## src/rtl/disp_param_sched_if.sv

```systemverilog
// Write-request bundle for one parameter requester.
// The requester drives req/addr/data; the scheduler returns a one-cycle ack.
interface disp_param_sched_if;
    logic       req;
    logic [2:0] addr;
    logic [7:0] data;
    logic       ack;

    modport master (output req, output addr, output data, input ack);
    modport slave  (input req, input addr, input data, output ack);
endinterface

```

## src/rtl/disp_param_sched.sv

```systemverilog
// Frame-synchronous display-parameter scheduler.
// Three requesters (net, cmd, m4) are served round-robin into a shadow bank.
// The shadow bank is copied to the active outputs only on an unfrozen OVP strobe,
// so the scan datapath never sees a parameter change mid-frame.
module disp_param_sched (
    input  logic                      i_clk,
    input  logic                      i_rst,
    input  logic                      i_ovp,
    input  logic                      i_freeze,
    disp_param_sched_if.slave         net_if,
    disp_param_sched_if.slave         cmd_if,
    disp_param_sched_if.slave         m4_if,
    output logic [6:0]                o_brightness,
    output logic [2:0]                o_gamma,
    output logic [3:0]                o_ct_red,
    output logic [3:0]                o_ct_green,
    output logic [3:0]                o_ct_blue,
    output logic                      o_m4_on,
    output logic                      o_m4_bank1,
    output logic [2:0]                o_out_ch,
    output logic                      o_param_update,
    output logic                      o_dirty,
    output logic                      o_addr_err
);

    localparam logic [6:0] RST_BRIGHT = 7'h40;
    localparam logic [2:0] RST_GAMMA  = 3'd2;
    localparam logic [3:0] RST_CT     = 4'd8;
    localparam logic [1:0] RST_M4     = 2'b00;
    localparam logic [2:0] RST_OUTCH  = 3'd0;

    // Requester index: 0 = net, 1 = cmd, 2 = m4
    logic [1:0] r_ptr;
    logic [2:0] r_ack;
    logic       r_addr_err;
    logic       r_dirty;
    logic       r_param_update;

    logic [6:0] r_sh_bright, r_act_bright;
    logic [2:0] r_sh_gamma,  r_act_gamma;
    logic [3:0] r_sh_red,    r_act_red;
    logic [3:0] r_sh_green,  r_act_green;
    logic [3:0] r_sh_blue,   r_act_blue;
    logic [1:0] r_sh_m4,     r_act_m4;
    logic [2:0] r_sh_outch,  r_act_outch;

    logic [2:0] w_req;
    logic [2:0] w_elig;
    logic [2:0] w_gnt;
    logic [2:0] w_gnt_addr;
    logic [7:0] w_gnt_data;
    logic       w_wr;
    logic       w_err;
    logic       w_commit;

    assign w_req  = {m4_if.req, cmd_if.req, net_if.req};
    // A requester being acked this cycle sits out, so a held req is not double-counted
    assign w_elig = w_req & ~r_ack;

    // Round-robin pick: search begins with the requester after the last grant
    always_comb begin
        w_gnt = 3'b000;
        case (r_ptr)
            2'd0: begin
                if      (w_elig[1]) w_gnt = 3'b010;
                else if (w_elig[2]) w_gnt = 3'b100;
                else if (w_elig[0]) w_gnt = 3'b001;
            end
            2'd1: begin
                if      (w_elig[2]) w_gnt = 3'b100;
                else if (w_elig[0]) w_gnt = 3'b001;
                else if (w_elig[1]) w_gnt = 3'b010;
            end
            default: begin
                if      (w_elig[0]) w_gnt = 3'b001;
                else if (w_elig[1]) w_gnt = 3'b010;
                else if (w_elig[2]) w_gnt = 3'b100;
            end
        endcase
    end

    // Route the granted requester's address and data to the shadow write port
    always_comb begin
        w_gnt_addr = 3'd0;
        w_gnt_data = 8'd0;
        if (w_gnt[0]) begin
            w_gnt_addr = net_if.addr;
            w_gnt_data = net_if.data;
        end else if (w_gnt[1]) begin
            w_gnt_addr = cmd_if.addr;
            w_gnt_data = cmd_if.data;
        end else if (w_gnt[2]) begin
            w_gnt_addr = m4_if.addr;
            w_gnt_data = m4_if.data;
        end
    end

    assign w_wr     = (|w_gnt) && (w_gnt_addr != 3'd7);
    assign w_err    = (|w_gnt) && (w_gnt_addr == 3'd7);
    assign w_commit = i_ovp && !i_freeze && r_dirty;

    // Arbiter state: last-granted pointer, per-requester ack and reserved-address flag
    always_ff @(posedge i_clk) begin
        if (i_rst) begin
            r_ptr      <= 2'd2;
            r_ack      <= 3'b000;
            r_addr_err <= 1'b0;
        end else begin
            r_ack      <= w_gnt;
            r_addr_err <= w_err;
            if (w_gnt[0])      r_ptr <= 2'd0;
            else if (w_gnt[1]) r_ptr <= 2'd1;
            else if (w_gnt[2]) r_ptr <= 2'd2;
        end
    end

    // Shadow bank: takes the granted write; unused data bits are dropped
    always_ff @(posedge i_clk) begin
        if (i_rst) begin
            r_sh_bright <= RST_BRIGHT;
            r_sh_gamma  <= RST_GAMMA;
            r_sh_red    <= RST_CT;
            r_sh_green  <= RST_CT;
            r_sh_blue   <= RST_CT;
            r_sh_m4     <= RST_M4;
            r_sh_outch  <= RST_OUTCH;
        end else if (w_wr) begin
            case (w_gnt_addr)
                3'd0:    r_sh_bright <= w_gnt_data[6:0];
                3'd1:    r_sh_gamma  <= w_gnt_data[2:0];
                3'd2:    r_sh_red    <= w_gnt_data[3:0];
                3'd3:    r_sh_green  <= w_gnt_data[3:0];
                3'd4:    r_sh_blue   <= w_gnt_data[3:0];
                3'd5:    r_sh_m4     <= w_gnt_data[1:0];
                default: r_sh_outch  <= w_gnt_data[2:0];
            endcase
        end
    end

    // Active bank and frame flags; a write landing on the commit edge keeps dirty set
    always_ff @(posedge i_clk) begin
        if (i_rst) begin
            r_act_bright   <= RST_BRIGHT;
            r_act_gamma    <= RST_GAMMA;
            r_act_red      <= RST_CT;
            r_act_green    <= RST_CT;
            r_act_blue     <= RST_CT;
            r_act_m4       <= RST_M4;
            r_act_outch    <= RST_OUTCH;
            r_dirty        <= 1'b0;
            r_param_update <= 1'b0;
        end else begin
            r_param_update <= w_commit;
            if (w_commit) begin
                r_act_bright <= r_sh_bright;
                r_act_gamma  <= r_sh_gamma;
                r_act_red    <= r_sh_red;
                r_act_green  <= r_sh_green;
                r_act_blue   <= r_sh_blue;
                r_act_m4     <= r_sh_m4;
                r_act_outch  <= r_sh_outch;
            end
            if (w_wr)          r_dirty <= 1'b1;
            else if (w_commit) r_dirty <= 1'b0;
        end
    end

    assign net_if.ack     = r_ack[0];
    assign cmd_if.ack     = r_ack[1];
    assign m4_if.ack      = r_ack[2];
    assign o_brightness   = r_act_bright;
    assign o_gamma        = r_act_gamma;
    assign o_ct_red       = r_act_red;
    assign o_ct_green     = r_act_green;
    assign o_ct_blue      = r_act_blue;
    assign o_m4_on        = r_act_m4[0];
    assign o_m4_bank1     = r_act_m4[1];
    assign o_out_ch       = r_act_outch;
    assign o_param_update = r_param_update;
    assign o_dirty        = r_dirty;
    assign o_addr_err     = r_addr_err;

endmodule
```

## src/flat_wrapper.sv

```systemverilog
// flat-port wrapper written by rule: the top's interface ports become plain ports
module disp_param_sched_flat 
  (i_clk, i_rst, i_ovp, i_freeze, o_brightness, o_gamma, o_ct_red, o_ct_green, o_ct_blue, o_m4_on, o_m4_bank1, o_out_ch, o_param_update, o_dirty, o_addr_err, net_if_req, net_if_addr, net_if_data, net_if_ack, cmd_if_req, cmd_if_addr, cmd_if_data, cmd_if_ack, m4_if_req, m4_if_addr, m4_if_data, m4_if_ack);
  disp_param_sched_if net_if_i ();
  disp_param_sched_if cmd_if_i ();
  disp_param_sched_if m4_if_i ();
  input  logic i_clk;
  input  logic i_rst;
  input  logic i_ovp;
  input  logic i_freeze;
  output logic [6:0] o_brightness;
  output logic [2:0] o_gamma;
  output logic [3:0] o_ct_red;
  output logic [3:0] o_ct_green;
  output logic [3:0] o_ct_blue;
  output logic o_m4_on;
  output logic o_m4_bank1;
  output logic [2:0] o_out_ch;
  output logic o_param_update;
  output logic o_dirty;
  output logic o_addr_err;
  input wire logic [$bits(net_if_i.req)-1:0] net_if_req;
  input wire logic [$bits(net_if_i.addr)-1:0] net_if_addr;
  input wire logic [$bits(net_if_i.data)-1:0] net_if_data;
  output wire logic [$bits(net_if_i.ack)-1:0] net_if_ack;
  input wire logic [$bits(cmd_if_i.req)-1:0] cmd_if_req;
  input wire logic [$bits(cmd_if_i.addr)-1:0] cmd_if_addr;
  input wire logic [$bits(cmd_if_i.data)-1:0] cmd_if_data;
  output wire logic [$bits(cmd_if_i.ack)-1:0] cmd_if_ack;
  input wire logic [$bits(m4_if_i.req)-1:0] m4_if_req;
  input wire logic [$bits(m4_if_i.addr)-1:0] m4_if_addr;
  input wire logic [$bits(m4_if_i.data)-1:0] m4_if_data;
  output wire logic [$bits(m4_if_i.ack)-1:0] m4_if_ack;
  assign net_if_i.req = net_if_req;
  assign net_if_i.addr = net_if_addr;
  assign net_if_i.data = net_if_data;
  assign net_if_ack = net_if_i.ack;
  assign cmd_if_i.req = cmd_if_req;
  assign cmd_if_i.addr = cmd_if_addr;
  assign cmd_if_i.data = cmd_if_data;
  assign cmd_if_ack = cmd_if_i.ack;
  assign m4_if_i.req = m4_if_req;
  assign m4_if_i.addr = m4_if_addr;
  assign m4_if_i.data = m4_if_data;
  assign m4_if_ack = m4_if_i.ack;
  disp_param_sched u_core (.i_clk(i_clk), .i_rst(i_rst), .i_ovp(i_ovp), .i_freeze(i_freeze), .net_if(net_if_i), .cmd_if(cmd_if_i), .m4_if(m4_if_i), .o_brightness(o_brightness), .o_gamma(o_gamma), .o_ct_red(o_ct_red), .o_ct_green(o_ct_green), .o_ct_blue(o_ct_blue), .o_m4_on(o_m4_on), .o_m4_bank1(o_m4_bank1), .o_out_ch(o_out_ch), .o_param_update(o_param_update), .o_dirty(o_dirty), .o_addr_err(o_addr_err));
endmodule
```

## config.mk

```make
export PLATFORM = sky130hd
export DESIGN_NAME = disp_param_sched_flat
export DESIGN_NICKNAME = d
export VERILOG_FILES = /design/src/rtl/disp_param_sched_if.sv /design/src/rtl/disp_param_sched.sv /design/src/flat_wrapper.sv
export SDC_FILE = /design/constraint.sdc
export NUM_CORES = 1
export LEC_CHECK = 0
export CAP_MARGIN = 20
export CORE_UTILIZATION = 40
export DETAILED_ROUTE_END_ITERATION = 8
export DONT_BUFFER_PORTS = 1
export GPL_TIMING_DRIVEN = 0
export PLACE_DENSITY = 0.66
export RECOVER_POWER = 100
export SLEW_MARGIN = 20
export SYNTH_ARGS = -nofsm -noshare
export SYNTH_HDL_FRONTEND = slang
export SYNTH_SLANG_ARGS = --single-unit
```

## constraint.sdc

```tcl
create_clock -name i_clk -period 3.95 [get_ports i_clk]
set_input_delay 0.395 -clock i_clk [delete_from_list [all_inputs] [get_ports i_clk]]
set_output_delay 0.395 -clock i_clk [all_outputs]
set_load 0.01 [all_outputs]
```

==> flow_metrics.tcl <==
set metrics [dict create \
    regArea_um2 1240 \
    hold-path-cell-count 2 \
    drt_iter0_markers 105 \
    hp-class "in2reg" \
    via_count 2065 \
    antenna_found_initial 0 \
    outcome "finished clean" \
    hold_end "u_core.r_sh_bright[3]" \
    drc_errors 0 \
    fin_nets 331 \
    rr_worst_depth 5 \
    cts_sinks 62 \
    rsz0062_at_grt "no" \
    cts_buffer_depth 2 \
    final_common_cell "nand2_1" \
    drive_gt1_share_pct 8.11 \
    grt-ovfl-total 0 \
    slowest_stage "a221oi_1" \
    fmax_mhz 326 \
    place_ws_ps 1360 \
    routabilityCongestion 0.821 \
    grt_pass1_vias 2020 \
    syn_avg_cell_area_um2 9.20 \
    die_h_um 82.3 \
    rows 28 \
    final.period_utilization_pct 77.6 \
    postCtsHoldBufs 0 \
    final_cell_area_um2 2830 \
    die-area_um2 6770 \
    worstMarginPinSlew_ps 961 \
    synth.distinct_cells 42 \
    finClkSkew_ps 5.02 \
    clock_latency_ps 340 \
    critical-path-max-stage-delay_ps 870 \
    hold_viol 0 \
    start_util_pct 42.5 \
    multi_input_area_um2 1220 \
    swShare_pct 27.1 \
    ios 73 \
    p_seq_share_pct 47.5 \
    worst-path-max-fanout 8 \
    portBuffers 0 \
    layout_common_cells "nand2_1 (63), dfxtp_1 (62), a21oi_1 (25)" \
    internal_power_mw 1.06 \
    critPathBufInv 0 \
    ctsRootBufferMaster "clkbuf_8" \
    nFillCells 602 \
    drtPass1Iterations 5 \
    die_x_um 82.3 \
    r2r_end "u_core.r_sh_red[2]" \
    clkPwrFrac_pct 39.6 \
    yosys_warnings 0 \
    syn_inst 280 \
    post_cts_resized 0 \
    arrival_ps 3290 \
    worst_path_dominant_cell_family "simple AND/OR/NAND/NOR gates" \
    routed_wl_um 6120 \
    timing.rr.start "u_core.r_ptr[1]" \
    setup_viol 0 \
    synth_area_um2 2580 \
    r2r_setup_slack_ps 890 \
    core_um2 6060 \
    hpwl_um 4470 \
    synthArstFlopShare_pct 0 \
    grt_pass1_wl_um 10000 \
    ant_nets 0 \
    drv_slew 0 \
    ys_seq_elements 62 \
    end_kind "flop" \
    ir_drop_mv 0.291 \
    fin_ws_ps 886 \
    path_class "reg2reg" \
    path_clk_slew_ps 70 \
    power.switching_mw 0.393 \
    slew-limit-headroom_pct 35.9 \
    critical_path_required_ps 4180 \
    p_comb_share_pct 12.9 \
    synth_flop_cell "dfxtp_1" \
    cts_htree_levels 3 \
    finalSetupTns_ps 0 \
    grt_start_max_net_pins 12 \
    diodes 0 \
    synth-edff-count 0 \
    cts_setup_buffers 0 \
    p_leak_nw 1.09 \
    synthesis.nets 320 \
    gr-usage-all-layers_pct 20.3 \
    layout_min_cycle_time_ps 3060 \
    path_cells "or4b_1 -> nor3b_1 -> a221oi_1 -> nand3_1 -> mux2_1" \
    hp-start "cmd_if_data[3]" \
    cts_tree "built" \
    placedInstanceArea_um2 2670 \
    drv_cap 0 \
    start_kind "flop" \
    cts_made_buffers 9 \
    vias_per_cell 5.57 \
    areaGrowthSynthToFinish_pct 9.66 \
    powerDensity_nw_per_um2 514 \
    ys_seq_area_share_pct 48.2 \
    cp.depth 5 \
    post_drt_wl_per_cell_um 16.5 \
]
==> layout make-up <==
type                       instances  share of cell area [%]
buffer                            14                    1.99
clock buffer                      11                    5.36
clock inverter                     5                    1.99
inverter                           2                   0.266
multi-input combinational        202                    43.1
sequential                        62                    43.9
tap                               75                    3.32
==> worst max-delay path by stage <==
| stage | start | to | slack (ps) |
|---|---|---|---|
| floorplan | u_core.r_ptr[1] | u_core.r_sh_bright[0] | 1680 |
| finish | u_core.r_ptr[1] | u_core.r_sh_red[2] | 890 |
| global route | u_core.r_ptr[1] | u_core.r_sh_red[2] | 650 |
| CTS | u_core.r_ack[1] | u_core.r_sh_gamma[2] | 1310 |
| global placement | u_core.r_ack[1] | u_core.r_sh_green[0] | 1390 |
| detailed placement | u_core.r_ack[1] | u_core.r_sh_gamma[2] | 1360 |
==> flip-flops by register name, summed over array words and instances (netlist names) <==
signal,count
u_core.o_addr_err,1
u_core.o_brightness,7
u_core.o_ct_blue,4
u_core.o_ct_green,4
u_core.o_ct_red,4
u_core.o_dirty,1
u_core.o_gamma,3
u_core.o_out_ch,3
u_core.o_param_update,1
u_core.r_ack,3
u_core.r_act_m4,2
u_core.r_ptr,2
u_core.r_sh_blue,4
u_core.r_sh_bright,7
u_core.r_sh_gamma,3
u_core.r_sh_green,4
u_core.r_sh_m4,2
u_core.r_sh_outch,3
u_core.r_sh_red,4
==> worst register-to-register path, stage by stage (launching register included) <==
cell and delay [ps]:
dfxtp_1 370, or4b_1 600, nor3b_1 250, a221oi_1 870, nand3_1 440, mux2_1 420
==> kinds of logic (layout without fill, tap and decap cells) <==
| family | count (synthesis) | after routing | synth area share (%) |
|---|---|---|---|
| DFF | 62 | 62 | 48.2 |
| muxes | 23 | 23 | 9.57 |
| buffers and inverters | 16 | 32 | 2.48 |
| and+or+nand+nor | 122 | 122 | 23.6 |
| AOI/OAI and AO/OA | 57 | 57 | 16.2 |
==> through the flow <==
step	hold slack (ps)	power, mW	utilization (%)	cells
floorplan	427	0.852	-	280
global placement	439	0.896	44.1	355
detailed placement	441	0.901	44.1	355
CTS	253	1.47	47.5	371
global route	265	1.52	46.6	371
finish	260	1.45	46.6	371
==> synthesized netlist by cell type, types with 2 or more instances <==
library cell  number  share of area, %
and3_1             5               1.2
a221o_1            3               1.2
nor2b_1           14               3.4
dfxtp_1           62                48
o211ai_1           2              0.58
a221oi_4           2               2.0
nand3b_1           2              0.58
mux2_1            10               4.4
o21ai_0            3              0.58
and2_1             3              0.73
buf_1              3              0.44
a311oi_1           2              0.68
nand3_1            9               1.7
mux2i_1           10               3.9
clkbuf_1          10               1.5
a222oi_1           4               1.6
a21oi_1           25               4.9
a31oi_1            6               1.5
nor2_1            12               1.7
nand3_2            3               1.2
nand2_1           63               9.2
nand2b_1           3              0.73
a211oi_1           2              0.58
mux2_2             3               1.3
a21o_1             2              0.58
==> power groups by stage <==
| stage | Clock [mW] | Sequential (mW) | Combinational, mW |
|---|---|---|---|
| 2_1_floorplan | 0 | 0.696 | 0.156 |
| 3_3_place_gp | 0 | 0.703 | 0.193 |
| 3_5_place_dp | 0 | 0.704 | 0.198 |
| 4_1_cts | 0.583 | 0.690 | 0.200 |
| 5_1_grt | 0.612 | 0.695 | 0.210 |
| 6_report | 0.574 | 0.690 | 0.187 |
==> per-layer routing <==
metal	part of all wire [%]	track usage, %
met2	47	32.6
met3	7.0	7.47
met1	44	24.8
met5	0	0
met4	1.5	7.54
(Power assumes the default switching activity.)
